==> src/rtl/core_param_pkg.sv <==
// Shared definitions for the parametrised accumulator core: opcodes, FSM states, field helpers.
// Optional register file is enabled by defining CORE_PARAM_REGFILE_EN.
package core_param_pkg;

  localparam logic [2:0] OP_HLT = 3'b000;
  localparam logic [2:0] OP_SKZ = 3'b001;
  localparam logic [2:0] OP_ADD = 3'b010;
  localparam logic [2:0] OP_AND = 3'b011;
  localparam logic [2:0] OP_XOR = 3'b100;
  localparam logic [2:0] OP_LDA = 3'b101;
  localparam logic [2:0] OP_STO = 3'b110;
  localparam logic [2:0] OP_JMP = 3'b111;

  typedef enum logic [2:0] {
    ST_FETCH0,
    ST_FETCH1,
    ST_DECODE,
    ST_EXEC,
    ST_HALT
  } state_t;

  // The opcode occupies the top three bits; an illegal REG_AW pushes it out of range at elaboration.
  function automatic int opLsb(input int dataW, input int regAw);
    return (dataW - 3 >= regAw) ? dataW - 3 : regAw;
  endfunction

  function automatic logic usesOperand(input logic [2:0] op);
    return (op == OP_ADD) || (op == OP_AND) || (op == OP_XOR) ||
           (op == OP_LDA) || (op == OP_STO);
  endfunction

endpackage

==> src/rtl/core_param_alu.sv <==
// Combinational accumulator ALU: produces the next accumulator value for a given opcode.
module core_param_alu #(
  parameter int DATA_W = 8
) (
  input  logic [2:0]        i_op,
  input  logic [DATA_W-1:0] i_acc,
  input  logic [DATA_W-1:0] i_operand,
  output logic [DATA_W-1:0] o_result
);
  import core_param_pkg::*;

  // ADD wraps modulo 2^DATA_W; non-arithmetic opcodes leave the accumulator untouched.
  always_comb begin
    o_result = i_acc;
    case (i_op)
      OP_ADD:  o_result = i_acc + i_operand;
      OP_AND:  o_result = i_acc & i_operand;
      OP_XOR:  o_result = i_acc ^ i_operand;
      OP_LDA:  o_result = i_operand;
      default: o_result = i_acc;
    endcase
  end

endmodule

==> src/rtl/core_param.sv <==
// Parametrised multi-cycle accumulator core with a req/ack unified memory port and resumable halt.
// Define CORE_PARAM_REGFILE_EN to add the internal register file R1..R(2^REG_AW-1).
module core_param #(
  parameter int                DATA_W = 8,
  parameter int                ADDR_W = 8,
  parameter int                REG_AW = 5,
  parameter logic [ADDR_W-1:0] RST_PC = '0
) (
  input  logic              clk,
  input  logic              rst,
  input  logic              go,
  output logic              mem_req,
  output logic              mem_we,
  output logic [ADDR_W-1:0] mem_addr,
  output logic [DATA_W-1:0] mem_wdata,
  input  logic [DATA_W-1:0] mem_rdata,
  input  logic              mem_ack,
  output logic              halted,
  output logic [ADDR_W-1:0] pc_dbg,
  output logic [DATA_W-1:0] acc_dbg
);
  import core_param_pkg::*;

  localparam int OP_LSB = opLsb(DATA_W, REG_AW);

  state_t            r_state;
  state_t            w_nextState;
  logic [ADDR_W-1:0] r_pc;
  logic [ADDR_W-1:0] r_irAddr;
  logic [ADDR_W-1:0] w_rdAddr;
  logic [DATA_W-1:0] r_acc;
  logic [DATA_W-1:0] w_operand;
  logic [DATA_W-1:0] w_aluResult;
  logic [2:0]        r_irOp;
  logic              w_regForm;

  if (ADDR_W <= DATA_W) begin : gAddrNarrow
    assign w_rdAddr = mem_rdata[ADDR_W-1:0];
  end else begin : gAddrWide
    assign w_rdAddr = {{(ADDR_W-DATA_W){1'b0}}, mem_rdata};
  end

`ifdef CORE_PARAM_REGFILE_EN
  localparam int NUM_REGS = 2 ** REG_AW;

  logic [REG_AW-1:0] r_irReg;
  logic [DATA_W-1:0] r_regs [NUM_REGS];

  // A nonzero reg field turns a memory-operand instruction into a single-cycle register access.
  assign w_regForm = (r_irReg != '0) && usesOperand(r_irOp);
  assign w_operand = w_regForm ? r_regs[r_irReg] : mem_rdata;

  always_ff @(posedge clk) begin
    if (rst) begin
      r_irReg <= '0;
      for (int i = 0; i < NUM_REGS; i++) r_regs[i] <= '0;
    end else begin
      if (r_state == ST_FETCH0 && mem_ack) r_irReg <= mem_rdata[REG_AW-1:0];
      if (r_state == ST_EXEC && w_regForm && r_irOp == OP_STO) r_regs[r_irReg] <= r_acc;
    end
  end
`else
  assign w_regForm = 1'b0;
  assign w_operand = mem_rdata;
`endif

  core_param_alu #(.DATA_W(DATA_W)) u_alu (
    .i_op      (r_irOp),
    .i_acc     (r_acc),
    .i_operand (w_operand),
    .o_result  (w_aluResult)
  );

  always_ff @(posedge clk) begin
    if (rst) r_state <= ST_FETCH0;
    else     r_state <= w_nextState;
  end

  always_comb begin
    w_nextState = r_state;
    case (r_state)
      ST_FETCH0: if (mem_ack) w_nextState = ST_FETCH1;
      ST_FETCH1: if (mem_ack) w_nextState = ST_DECODE;
      ST_DECODE: begin
        case (r_irOp)
          OP_HLT:         w_nextState = ST_HALT;
          OP_SKZ, OP_JMP: w_nextState = ST_FETCH0;
          default:        w_nextState = ST_EXEC;
        endcase
      end
      ST_EXEC:   if (w_regForm || mem_ack) w_nextState = ST_FETCH0;
      ST_HALT:   if (go) w_nextState = ST_FETCH0;
      default:   w_nextState = ST_FETCH0;
    endcase
  end

  // Port outputs depend only on registered state (and rst, which abandons any access).
  always_comb begin
    mem_req  = 1'b0;
    mem_we   = 1'b0;
    mem_addr = r_pc;
    halted   = 1'b0;
    case (r_state)
      ST_FETCH0, ST_FETCH1: mem_req = !rst;
      ST_EXEC: begin
        mem_req  = !rst && !w_regForm;
        mem_we   = (r_irOp == OP_STO) && !w_regForm;
        mem_addr = r_irAddr;
      end
      ST_HALT: halted = 1'b1;
      default: ;
    endcase
  end

  always_ff @(posedge clk) begin
    if (rst) begin
      r_pc     <= RST_PC;
      r_acc    <= '0;
      r_irOp   <= '0;
      r_irAddr <= '0;
    end else begin
      case (r_state)
        ST_FETCH0: if (mem_ack) begin
          r_irOp <= mem_rdata[OP_LSB +: 3];
          r_pc   <= r_pc + ADDR_W'(1);
        end
        ST_FETCH1: if (mem_ack) begin
          r_irAddr <= w_rdAddr;
          r_pc     <= r_pc + ADDR_W'(1);
        end
        ST_DECODE: begin
          if (r_irOp == OP_SKZ && r_acc == '0) r_pc <= r_pc + ADDR_W'(2);
          else if (r_irOp == OP_JMP)           r_pc <= r_irAddr;
        end
        ST_EXEC: if ((w_regForm || mem_ack) && r_irOp != OP_STO) r_acc <= w_aluResult;
        default: ;
      endcase
    end
  end

  assign mem_wdata = r_acc;
  assign pc_dbg    = r_pc;
  assign acc_dbg   = r_acc;

endmodule

==> config.mk <==
export PLATFORM = sky130hd
export DESIGN_NAME = core_param
export DESIGN_NICKNAME = d
export VERILOG_FILES = /design/src/rtl/core_param_pkg.sv /design/src/rtl/core_param_alu.sv /design/src/rtl/core_param.sv
export SDC_FILE = /design/constraint.sdc
export NUM_CORES = 1
export LEC_CHECK = 0
export CORE_ASPECT_RATIO = 1.75
export CORE_MARGIN = 3
export CORE_UTILIZATION = 45
export DETAILED_ROUTE_END_ITERATION = 6
export PLACE_DENSITY = 0.74
export REMOVE_ABC_BUFFERS = 1
export SLEW_MARGIN = 20
export SYNTH_ARGS = -nofsm -noshare
export SYNTH_HDL_FRONTEND = slang
export SYNTH_SLANG_ARGS = --single-unit
==> constraint.sdc <==
create_clock -name clk -period 2.2 [get_ports clk]
set_clock_uncertainty 0.2 [all_clocks]
set_input_delay 0.44 -clock clk [delete_from_list [all_inputs] [get_ports clk]]
set_output_delay 0.44 -clock clk [all_outputs]
set_load 0.01 [all_outputs]
==> results.ini <==
[clocking]
cts_tree = built
numClockSinks = 30
clock-root-buffer = clkbuf_8
cts.path.max_buffers = 2
htreeDepth = 2
clkTransAtPathRegs_ps = 70
numCtsBuffers = 5
clock_latency_ps = 280

[drt]
finalWirelength_um = 7510
drc = 0
avgViaCountPerCell = 6.03
post_drt_wl_per_cell_um = 17.3
ant_nets = 0
dr.pass1.iters = 5
drtIter0Drc = 154
num_vias = 2611

[pwr]
fin_total_pwr_mw = 1.37
ir_worst_vdd_uv = 391
p_leak_nw = 1.35
power_density_nw_per_um2 = 417

[sta]
hold_slack_ps = 312
worst_pin_slew_ps = 395
slew_viol_final = 0
final.period_utilization_pct = 99.8
slew_headroom_pct = 73.0
finalCriticalPeriod_ps = 2200
setup_tns_ps = 0
clock.fmax_ghz = 0.455
rsz0062_at_grt = yes
finalSetupViolCount = 0
hold_viol_final = 0

[layout]
nets = 402
final_layout_size_suffix_gt1_share_pct = 24.5
area_growth_pct = 41.9
n_antenna_cell = 0
fin_cells = 433

[setup_path]
crit_path_start_kind = flop
worstPathRequired_ps = 2210
critPathKind = flop to flop
crit_fanout = 2
end_kind = flop
worstPathArrival_ps = 2210

[global_route]
grt_overflow = 0
grt_pass1_vias = 2502
antenna_found_initial = 0
grtUsageTotal_pct = 25.0
grt_start_max_net_pins = 32
grt_pass1_wl_um = 11800

[synth]
yosysWarnings = 0
synthXorXnorAreaFrac_pct = 0
synth_cells = 297
synth_seq_area_share_pct = 25.9
synthFlopType = dfxtp_1
yosysMostFrequentCell = nor2_1
yosys-top-cells-area = dfxtp_1 26%, mux2i_1 6.5%, nor2_1 5.5%
yosys.cell_types.count = 59
synth-compound-area-share_pct = 27.1
synth_fa_ha_area_share_pct = 6.26
synth_area_leader_cell = dfxtp_1
netlist_area_sq_um = 2320
synthSimpleGateAreaFrac_pct = 25.0
synth_edf_count = 0
synthArstFlopShare_pct = 0
synth_common_cells = 34 x nor2_1, 30 x dfxtp_1, 30 x nand2_1, 19 x a21oi_1, 15 x mux2i_1
synth_top_family_by_area = compound AO/OA/AOI/OAI gates
avgSynthCellArea_sq_um = 7.81
synth-seq-cells = 30
muxShareOfSynthArea_pct = 6.47
synth_top_area_share_pct = 25.9

[floorplan]
rows = 34
placeableCoreArea_sq_um = 4980
start_util_pct = 46.6
pin_count = 47
die_area_sq_um = 6090
die_h_um = 101
chipWidth_um = 60.3

[hold_path]
hp-class = flop to flop

[placed_design]
gp_congestion = 0.907
dp_hpwl_um = 5310
dp_cells = 418
io_buffers = 46

[outcome]
outcome = completed

[flow_run]
maxCapViolCount = 0

worst paths after layout:
check / slack, ps / startpoint / depth (start not counted) / endpoint
hold / removal: 310 / r_irAddr[2] / 2 / r_irAddr[2]
setup / recovery: 4 / acc_dbg[0] / 8 / acc_dbg[6]
setup reg to reg: 4 / acc_dbg[0] / 8 / acc_dbg[6]
hold reg to reg: 310 / r_irAddr[2] / 2 / r_irAddr[2]
final cells by class:
class	instances	area, sq um
Clock buffer	7	76.3
Fill cell	413	1690
Inverter	11	41.3
Multi-Input combinational cell	228	1610
Sequential cell	30	607
Tap cell	54	67.6
Timing Repair Buffer	103	895
cells in the final DEF (no fill, tap or decap), drive strengths merged, types with 3 or more instances in the layout:
master,Yosys,layout
and3,6,6
mux2i,15,15
clkdlybuf4s50,0,31
a21oi,20,20
nand3,11,11
inv,11,11
o211ai,5,5
dlygate4sd2,0,8
buf,23,57
nor3b,3,3
nor3,12,12
o21ai,11,11
dfxtp,30,30
clkdlybuf4s15,0,4
ha,10,10
a31oi,4,4
a211o,3,3
nand2,30,30
a211oi,7,7
o21a,3,3
a221oi,7,7
nor2,34,34
o31ai,4,4
a21o,3,3
clkbuf,5,8
registers in the layout, indices dropped and copies added (netlist names):
register and count:
r_state 3, r_irAddr 8, pc_dbg 8, r_irOp 3, acc_dbg 8
stage by stage:
step	util, %	setup WS (ps)	area [sq um]
detailed placement	61.4	-611	3050
CTS	64.7	5.85	3220
finish	66.1	3.83	3290
global placement	61.4	-582	3050
global route	66.1	-43.8	3290
floorplan	-	-350	2150
where the power goes:
| group | switching [mW] | internal (mW) |
|---|---|---|
| combinational | 0.177 | 0.167 |
| sequential | 0.0277 | 0.564 |
| clock | 0.221 | 0.218 |
| total | 0.426 | 0.948 |
cell families (layout without fill, tap and decap cells):
family / after synthesis / in the layout
AOI/OAI and AO/OA: 88 / 88
adders and majority gates: 11 / 11
DFF: 30 / 30
and+or+nand+nor: 114 / 114
muxes: 15 / 15
buffers and inverters: 39 / 121
layer usage:
layer | track usage, % | share of wire [%] | vias up
met5 | 0 | 0 | -
met3 | 2.56 | 3.5 | 21
met4 | 10.2 | 2.8 | 0
met2 | 45.3 | 56 | 79
li1 | - | - | 1262
met1 | 28.4 | 38 | 1249
worst max-delay path, stage by stage (launching register included):
cell,delay (ps)
dfxtp_2,350
ha_4,130
inv_2,30
fa_2,330
and3b_1,250
o211ai_1,160
a211o_1,300
and3_4,150
a211oi_2,200
timing repair:
item / CTS / global route
buffers inserted: 7 / 1
pin swaps: 11 / 8
hold buffers: 0 / 0
gates resized for setup: 28 / 16
setup endpoints to repair: 17 / 12
Power figures use the tool's default switching activity.
